**config.mk**
```make
export PLATFORM = sky130hd
export DESIGN_NAME = reg_file
export DESIGN_NICKNAME = d
export VERILOG_FILES = /design/src/rtl/reg_file.sv
export SDC_FILE = /design/constraint.sdc
export NUM_CORES = 2
export LEC_CHECK = 0
export BUFFER_PORTS_ARGS = -buffer_cell sky130_fd_sc_hd__buf_4
export CORE_ASPECT_RATIO = 1.2
export CORE_MARGIN = 2
export CORE_UTILIZATION = 50
export DETAILED_ROUTE_END_ITERATION = 6
export PLACE_DENSITY = 0.68
export SLEW_MARGIN = 10
export SYNTH_ARGS = -nofsm -noshare
export SYNTH_HDL_FRONTEND = slang
export SYNTH_SLANG_ARGS = --single-unit
```
**constraint.sdc**
```tcl
create_clock -name clk -period 5.8 [get_ports clk]
set_input_delay 1.16 -clock clk [delete_from_list [all_inputs] [get_ports clk]]
set_output_delay 1.16 -clock clk [all_outputs]
set_load 0.01 [all_outputs]
```
**src/rtl/reg_file.sv**
```systemverilog
// Architectural register file with rename-tag table for the Tomasulo core.
// Commits from the ROB write values; issue renames destinations; misbranch drops all tags.
module reg_file #(
    parameter int unsigned REG_NUM = 32,
    parameter int unsigned DATA_W  = 32,
    parameter int unsigned TAG_W   = 4
) (
    input  logic              clk,
    input  logic              rst,
    input  logic              rdy,

    input  logic              has_misbranch,

    input  logic              has_issued,
    input  logic [4:0]        in_dest,
    input  logic [TAG_W-1:0]  in_dest_robnum,
    input  logic [4:0]        in_rs1,
    input  logic [4:0]        in_rs2,
    output logic [DATA_W-1:0] out_rs1_data,
    output logic              out_rs1_busy,
    output logic [TAG_W-1:0]  out_rs1_robnum,
    output logic [DATA_W-1:0] out_rs2_data,
    output logic              out_rs2_busy,
    output logic [TAG_W-1:0]  out_rs2_robnum,

    input  logic              has_from_rob,
    input  logic [4:0]        in_rob_dest,
    input  logic [DATA_W-1:0] in_rob_data,
    input  logic [TAG_W-1:0]  in_rob_robnum
);

    logic [DATA_W-1:0] value_q [REG_NUM];
    logic [DATA_W-1:0] value_d [REG_NUM];
    logic [TAG_W-1:0]  tag_q   [REG_NUM];
    logic [TAG_W-1:0]  tag_d   [REG_NUM];
    logic [REG_NUM-1:0] busy_q;
    logic [REG_NUM-1:0] busy_d;

    logic commit_en;
    logic rename_en;

    assign commit_en = has_from_rob && (in_rob_dest != 5'd0);
    assign rename_en = has_issued && !has_misbranch && (in_dest != 5'd0);

    // Commit is applied first so a same-cycle rename of that register overrides the busy clear.
    always_comb begin
        value_d = value_q;
        tag_d   = tag_q;
        busy_d  = busy_q;
        if (commit_en) begin
            value_d[in_rob_dest] = in_rob_data;
            if (busy_q[in_rob_dest] && (tag_q[in_rob_dest] == in_rob_robnum)) begin
                busy_d[in_rob_dest] = 1'b0;
            end
        end
        if (has_misbranch) begin
            busy_d = '0;
        end else if (rename_en) begin
            busy_d[in_dest] = 1'b1;
            tag_d[in_dest]  = in_dest_robnum;
        end
    end

    always_ff @(posedge clk or negedge rst) begin
        if (!rst) begin
            for (int unsigned i = 0; i < REG_NUM; i++) begin
                value_q[i] <= '0;
                tag_q[i]   <= '0;
            end
            busy_q <= '0;
        end else if (rdy) begin
            value_q <= value_d;
            tag_q   <= tag_d;
            busy_q  <= busy_d;
        end
    end

    logic bypass1;
    logic bypass2;

    assign bypass1 = rdy && has_from_rob && (in_rob_dest == in_rs1) && (in_rs1 != 5'd0)
                     && busy_q[in_rs1] && (tag_q[in_rs1] == in_rob_robnum);
    assign bypass2 = rdy && has_from_rob && (in_rob_dest == in_rs2) && (in_rs2 != 5'd0)
                     && busy_q[in_rs2] && (tag_q[in_rs2] == in_rob_robnum);

    always_comb begin
        out_rs1_data   = '0;
        out_rs1_busy   = 1'b0;
        out_rs1_robnum = '0;
        if (in_rs1 != 5'd0) begin
            out_rs1_robnum = tag_q[in_rs1];
            if (bypass1) begin
                out_rs1_data = in_rob_data;
                out_rs1_busy = 1'b0;
            end else begin
                out_rs1_data = value_q[in_rs1];
                out_rs1_busy = busy_q[in_rs1];
            end
        end
    end

    always_comb begin
        out_rs2_data   = '0;
        out_rs2_busy   = 1'b0;
        out_rs2_robnum = '0;
        if (in_rs2 != 5'd0) begin
            out_rs2_robnum = tag_q[in_rs2];
            if (bypass2) begin
                out_rs2_data = in_rob_data;
                out_rs2_busy = 1'b0;
            end else begin
                out_rs2_data = value_q[in_rs2];
                out_rs2_busy = busy_q[in_rs2];
            end
        end
    end

endmodule
```
======== Word-level counts from Yosys, hierarchy flattened ========
Index checks and enable logic that the tools add are counted.
cells by class
  $lt $le $gt $ge ......................... 12
  eq/ne operators ......................... 5
  muxes and demuxes ....................... 45
  bitwise gates (word level) .............. 8
  reduce and logical (&&, ||, !) cells .... 24
operator list
  operator                                                                             number
  1024-bit bitwise mux                                                                 1
  32-bit 2-to-1 mux                                                                    13
  32-bit binary-select mux with 5-bit select                                           2
  32-bit demux with 5-bit select                                                       1
  128-bit bitwise mux                                                                  1
  4-bit binary-select mux with 5-bit select                                            3
  4-bit 2-to-1 mux                                                                     9
  32-bit bitwise AND                                                                   1
  32-bit inverter                                                                      1
  32-bit bitwise OR                                                                    1
  6-bit greater-or-equal comparator, second input constant                             4
  5-bit by 6-bit < comparator with 1-bit output, second input constant                 4
  5-bit inverter with 6-bit output                                                     4
  4-bit demux with 5-bit select                                                        1
  5-bit nonzero test                                                                   4
  1-bit logical AND                                                                    17
  1-bit binary-select mux with 5-bit select                                            3
  4-bit equality test                                                                  3
  6-bit by 1-bit < comparator with 1-bit output, second input constant                 2
  1-bit demux with 5-bit select                                                        2
  5-bit equality test                                                                  2
  5-bit by 1-bit greater-or-equal comparator with 1-bit output, second input constant  2
  1-bit 2-to-1 mux                                                                     9
  3-bit AND reduction                                                                  1
  other kinds (3)                                                                      3
word-level totals
  bits in registers ....................... 1184
  input bits .............................. 66
  output and inout bits ................... 74

======== Longest topological paths before layout ========
  depth after elaboration ................. 11
  mapped depth ............................ 12

======== Worst setup path after synthesis ========
OpenSTA, ideal clock, no wires.
  path kind ............................... input -> output
  start point ............................. input in_rs1[0]
  end point ............................... output out_rs1_data[11]
  data arrival time ....................... 3811 ps
  data required time ...................... 4640 ps
  path slack .............................. 829 ps
  cell stages on the path ................. 9
  buffers on the path ..................... 4
  cell sequence ........................... buf_4 > buf_2 > clkbuf_1 > buf_1 > mux4_2 > mux4_2 > mux2_2 > nand2_1 > mux2i_1
between the ends
  longest elaborated chain between the ends .. 8
  elaborated cells between the ends (all ways) .. 18
  those cells by class .................... eq/ne (2); mux (10); bitwise (1); reduce/logical (5)
RTL lines
  item                                                    RTL line  text
  start, declared                                         17        input logic [4:0] in_rs1,
  5-bit inverter with 6-bit output (implied by the code)  82, 96
  4-bit binary-select mux with 5-bit select               82        && busy_q[in_rs1] && (tag_q[in_rs1] == in_rob_robnum);
  4-bit 2-to-1 mux (implied by the code) (2 in a row)     82
  4-bit equality test                                     82
  1-bit logical AND                                       82
  32-bit 2-to-1 mux                                       92        if (bypass1) begin
  32-bit 2-to-1 mux (*)                                   90        if (in_rs1 != 5'd0) begin
  end, declared                                           19        output logic [DATA_W-1:0] out_rs1_data,
Every way passes the cells marked *; elsewhere a longest branch is shown, timed or not. The select of a mux whose other input is x is not followed.

======== Final worst setup path ========
  start point ............................. input in_rs2[1]
  end point ............................... output out_rs2_data[30]
between the ends
  longest elaborated chain between the ends .. 8
  elaborated cells between the ends (all ways) .. 18
  those cells by class .................... eq/ne (2); mux (10); bitwise (1); reduce/logical (5)
RTL lines
  item                                                    RTL line  text
  start, declared                                         18        input logic [4:0] in_rs2,
  5-bit inverter with 6-bit output (implied by the code)  84, 112
  4-bit binary-select mux with 5-bit select               84        && busy_q[in_rs2] && (tag_q[in_rs2] == in_rob_robnum);
  4-bit 2-to-1 mux (implied by the code) (2 in a row)     84
  4-bit equality test                                     84
  1-bit logical AND                                       84
  32-bit 2-to-1 mux                                       108       if (bypass2) begin
  32-bit 2-to-1 mux (*)                                   106       if (in_rs2 != 5'd0) begin
  end, declared                                           22        output logic [DATA_W-1:0] out_rs2_data,
Marked as above.

==> results.sh <==
export IMPL_coreArea_sq_um=130000
export IMPL_synth_edf_count=0
export IMPL_syn_inst=4248
export IMPL_grt_pass1_wl_microns=301000
export IMPL_layout_commonest_cell="dfrtp_1"
export IMPL_fmax_ghz=0.175
export IMPL_place_gp_congestion=0.961
export IMPL_overflow=0
export IMPL_synth_seq_cells=1184
export IMPL_cts_hold_buf=0
export IMPL_ir_worst_vdd_v=0.000258
export IMPL_h_tree_depth=4
export IMPL_r2r_start="tag_q[0]"
export IMPL_dieArea_sq_um=135000
export IMPL_cts_root_buffer="clkbuf_16"
export IMPL_fin_skew_ps=11.3
export IMPL_synth_avg_cell_area_sq_um=15.5
export IMPL_min_period_ps=5730
export IMPL_outcome="finished clean"
export IMPL_required_ps=4640
export IMPL_drc=0
export IMPL_antenna_found_initial=6
export IMPL_cp_end_kind="output port"
export IMPL_drtAntennaViolNets=0
export IMPL_ys_seq_area_share_pct=45.0
export IMPL_grt_pass1_vias=43100
export IMPL_port_buffers=139
export IMPL_cts_tree="done"
export IMPL_placedCellCount=5723
export IMPL_drv_slew=0
export IMPL_maxSlewHeadroom_pct=3.31
export IMPL_grt_start_max_net_pins=163
export IMPL_seqCellArea_sq_um=29600
export IMPL_mostFrequentLayoutCells="dfrtp_1 (1184), mux2_2 (1159), mux4_2 (743)"
export IMPL_startpoint_type="primary input"
export IMPL_totalWireLength_microns=205000
export IMPL_cts_max_path_buffers=3
export IMPL_drive_gt1_share_pct=56.9
export IMPL_synth_nets=4314
export IMPL_vias=41800
export IMPL_rsz0062_at_grt="false"
export IMPL_start_util_pct=50.5
export IMPL_nFillCells=10300
export IMPL_stdcell_count=5952
export IMPL_cts_sinks=1184
export IMPL_worstSetupPathType="primary input to output port"
export IMPL_synthArstFlopShare_pct=100
export IMPL_finalNetCount=4232
export IMPL_fin_hold_ws_ps=349
export IMPL_die_x_microns=335
export IMPL_startpoint="in_rs2[1]"
export IMPL_ys_warn_count=0
export IMPL_ios=140
export IMPL_path_clk_slew_ps=60
export IMPL_fin_setup_tns_ps=0
export IMPL_post_cts_resized=0
export IMPL_yosysUniqueCellTypes=63
export IMPL_syn_area_sq_um=65800
export IMPL_viasPerCell=7.03
export IMPL_min_period_over_period_pct=98.7
export IMPL_insertion_delay_ps=770
export IMPL_crit_fanout=30
export IMPL_postCtsSetupBuffers=0
export IMPL_grt_use_total_pct=30.8
export IMPL_hold_viol_final=0
export IMPL_multi_input_area_sq_um=34400
export IMPL_leakage_nw=32.1
export IMPL_area_growth_pct=10.8
export IMPL_hp_class="primary input to asynchronous set/reset pin"
export IMPL_cts_inserted_buffers=131
export IMPL_p_per_area_nw_per_um2=310
export IMPL_fp_dieH_microns=402
export IMPL_worst_slew_pin_slew_ps=1440
export IMPL_arrival_ps=4570
export IMPL_maxCapViolations=0
export IMPL_firstDrtPassIters=6
export IMPL_drtIter0Drc=4598
export IMPL_ys_flop_type="dfrtp_1"
export IMPL_n_antenna_cell=0
export IMPL_routedWlPerCell_microns=34.4
export IMPL_finalSetupViolCount=0
export IMPL_hpwl_microns=122000
export IMPL_num_rows=145
## sequential cells by signal (all words and copies together), names as in the netlist
| signal | flops |
|---|---|
| value_q | 1024 |
| tag_q | 128 |
| busy_q | 32 |
## synthesized netlist by cell type, drive strengths merged, types with 19 or more instances
cell type	n	share of area [%]
a22oi	19	0.22
buf	154	1.2
clkbuf	326	1.9
dfrtp	1184	45
mux2	1159	20
mux2i	115	1.7
mux4	749	26
nand2	191	1.1
nor2	51	0.29
nor4	33	0.31
o21ai	22	0.17
o22ai	21	0.20
## critical path: stages
cell	delay (ps)
buf_8	290
mux4_2	550
mux2i_1	480
a22oi_1	230
a21oi_1	200
o22ai_2	110
or3_2	530
buf_12	190
a211oi_2	520
buf_4	220
## report_power, final
group | switching [mW] | total, mW | internal, mW
sequential | 0.763 | 10.0 | 9.27
combinational | 1.78 | 4.15 | 2.37
clock | 3.46 | 8.41 | 4.95
total | 6.01 | 22.6 | 16.6
## per-layer routing
| layer | track usage [%] | wire, microns | vias up |
|---|---|---|---|
| met5 | 0 | 26 | - |
| met4 | 14.0 | 10900 | 4 |
| met3 | 7.37 | 18000 | 575 |
| met2 | 46.5 | 94300 | 2109 |
| met1 | 42.6 | 81500 | 22800 |
| li1 | - | - | 16400 |
## final timing paths
check	to	slack, ps	cells past startpoint
setup reg to reg	busy_q[12]	2770	8
setup / recovery	out_rs2_data[30]	70	10
hold / removal	value_q[972]	350	1
max in group asynchronous	tag_q[46]	3820	2
min in group clk	value_q[1020]	390	0
hold reg to reg	value_q[1020]	390	0
## cell type report
class	count	share of cell area, %
timing repair buffer	265	3.38
clock buffer	198	5.41
multi-input combinational	2569	47.2
tap	1690	2.90
inverter	15	0.0772
sequential	1184	40.6
clock inverter	31	0.460
## stage by stage
| step | total power [mW] | setup slack [ps] | util (%) | instance area, sq um |
|---|---|---|---|---|
| CTS | 22.7 | 215 | 55.9 | 73000 |
| global route | 23.4 | 55.5 | 55.9 | 73000 |
| global placement | 14.1 | 255 | 52.6 | 68700 |
| floorplan | 12.8 | 829 | - | 65800 |
| detailed placement | 14.3 | 215 | 52.6 | 68700 |
| finish | 22.6 | 74.1 | 55.9 | 73000 |
## kinds of logic after synthesis
| logic type | synth area share (%) |
|---|---|
| muxes | 47.2 |
| xor gates and xnor gates | 0.200 |
| DFF | 45.0 |
| AOI/OAI and AO/OA | 1.44 |
| buffers and inverters | 3.11 |
| and+or+nand+nor | 3.02 |
Power figures use the tool's default switching activity.
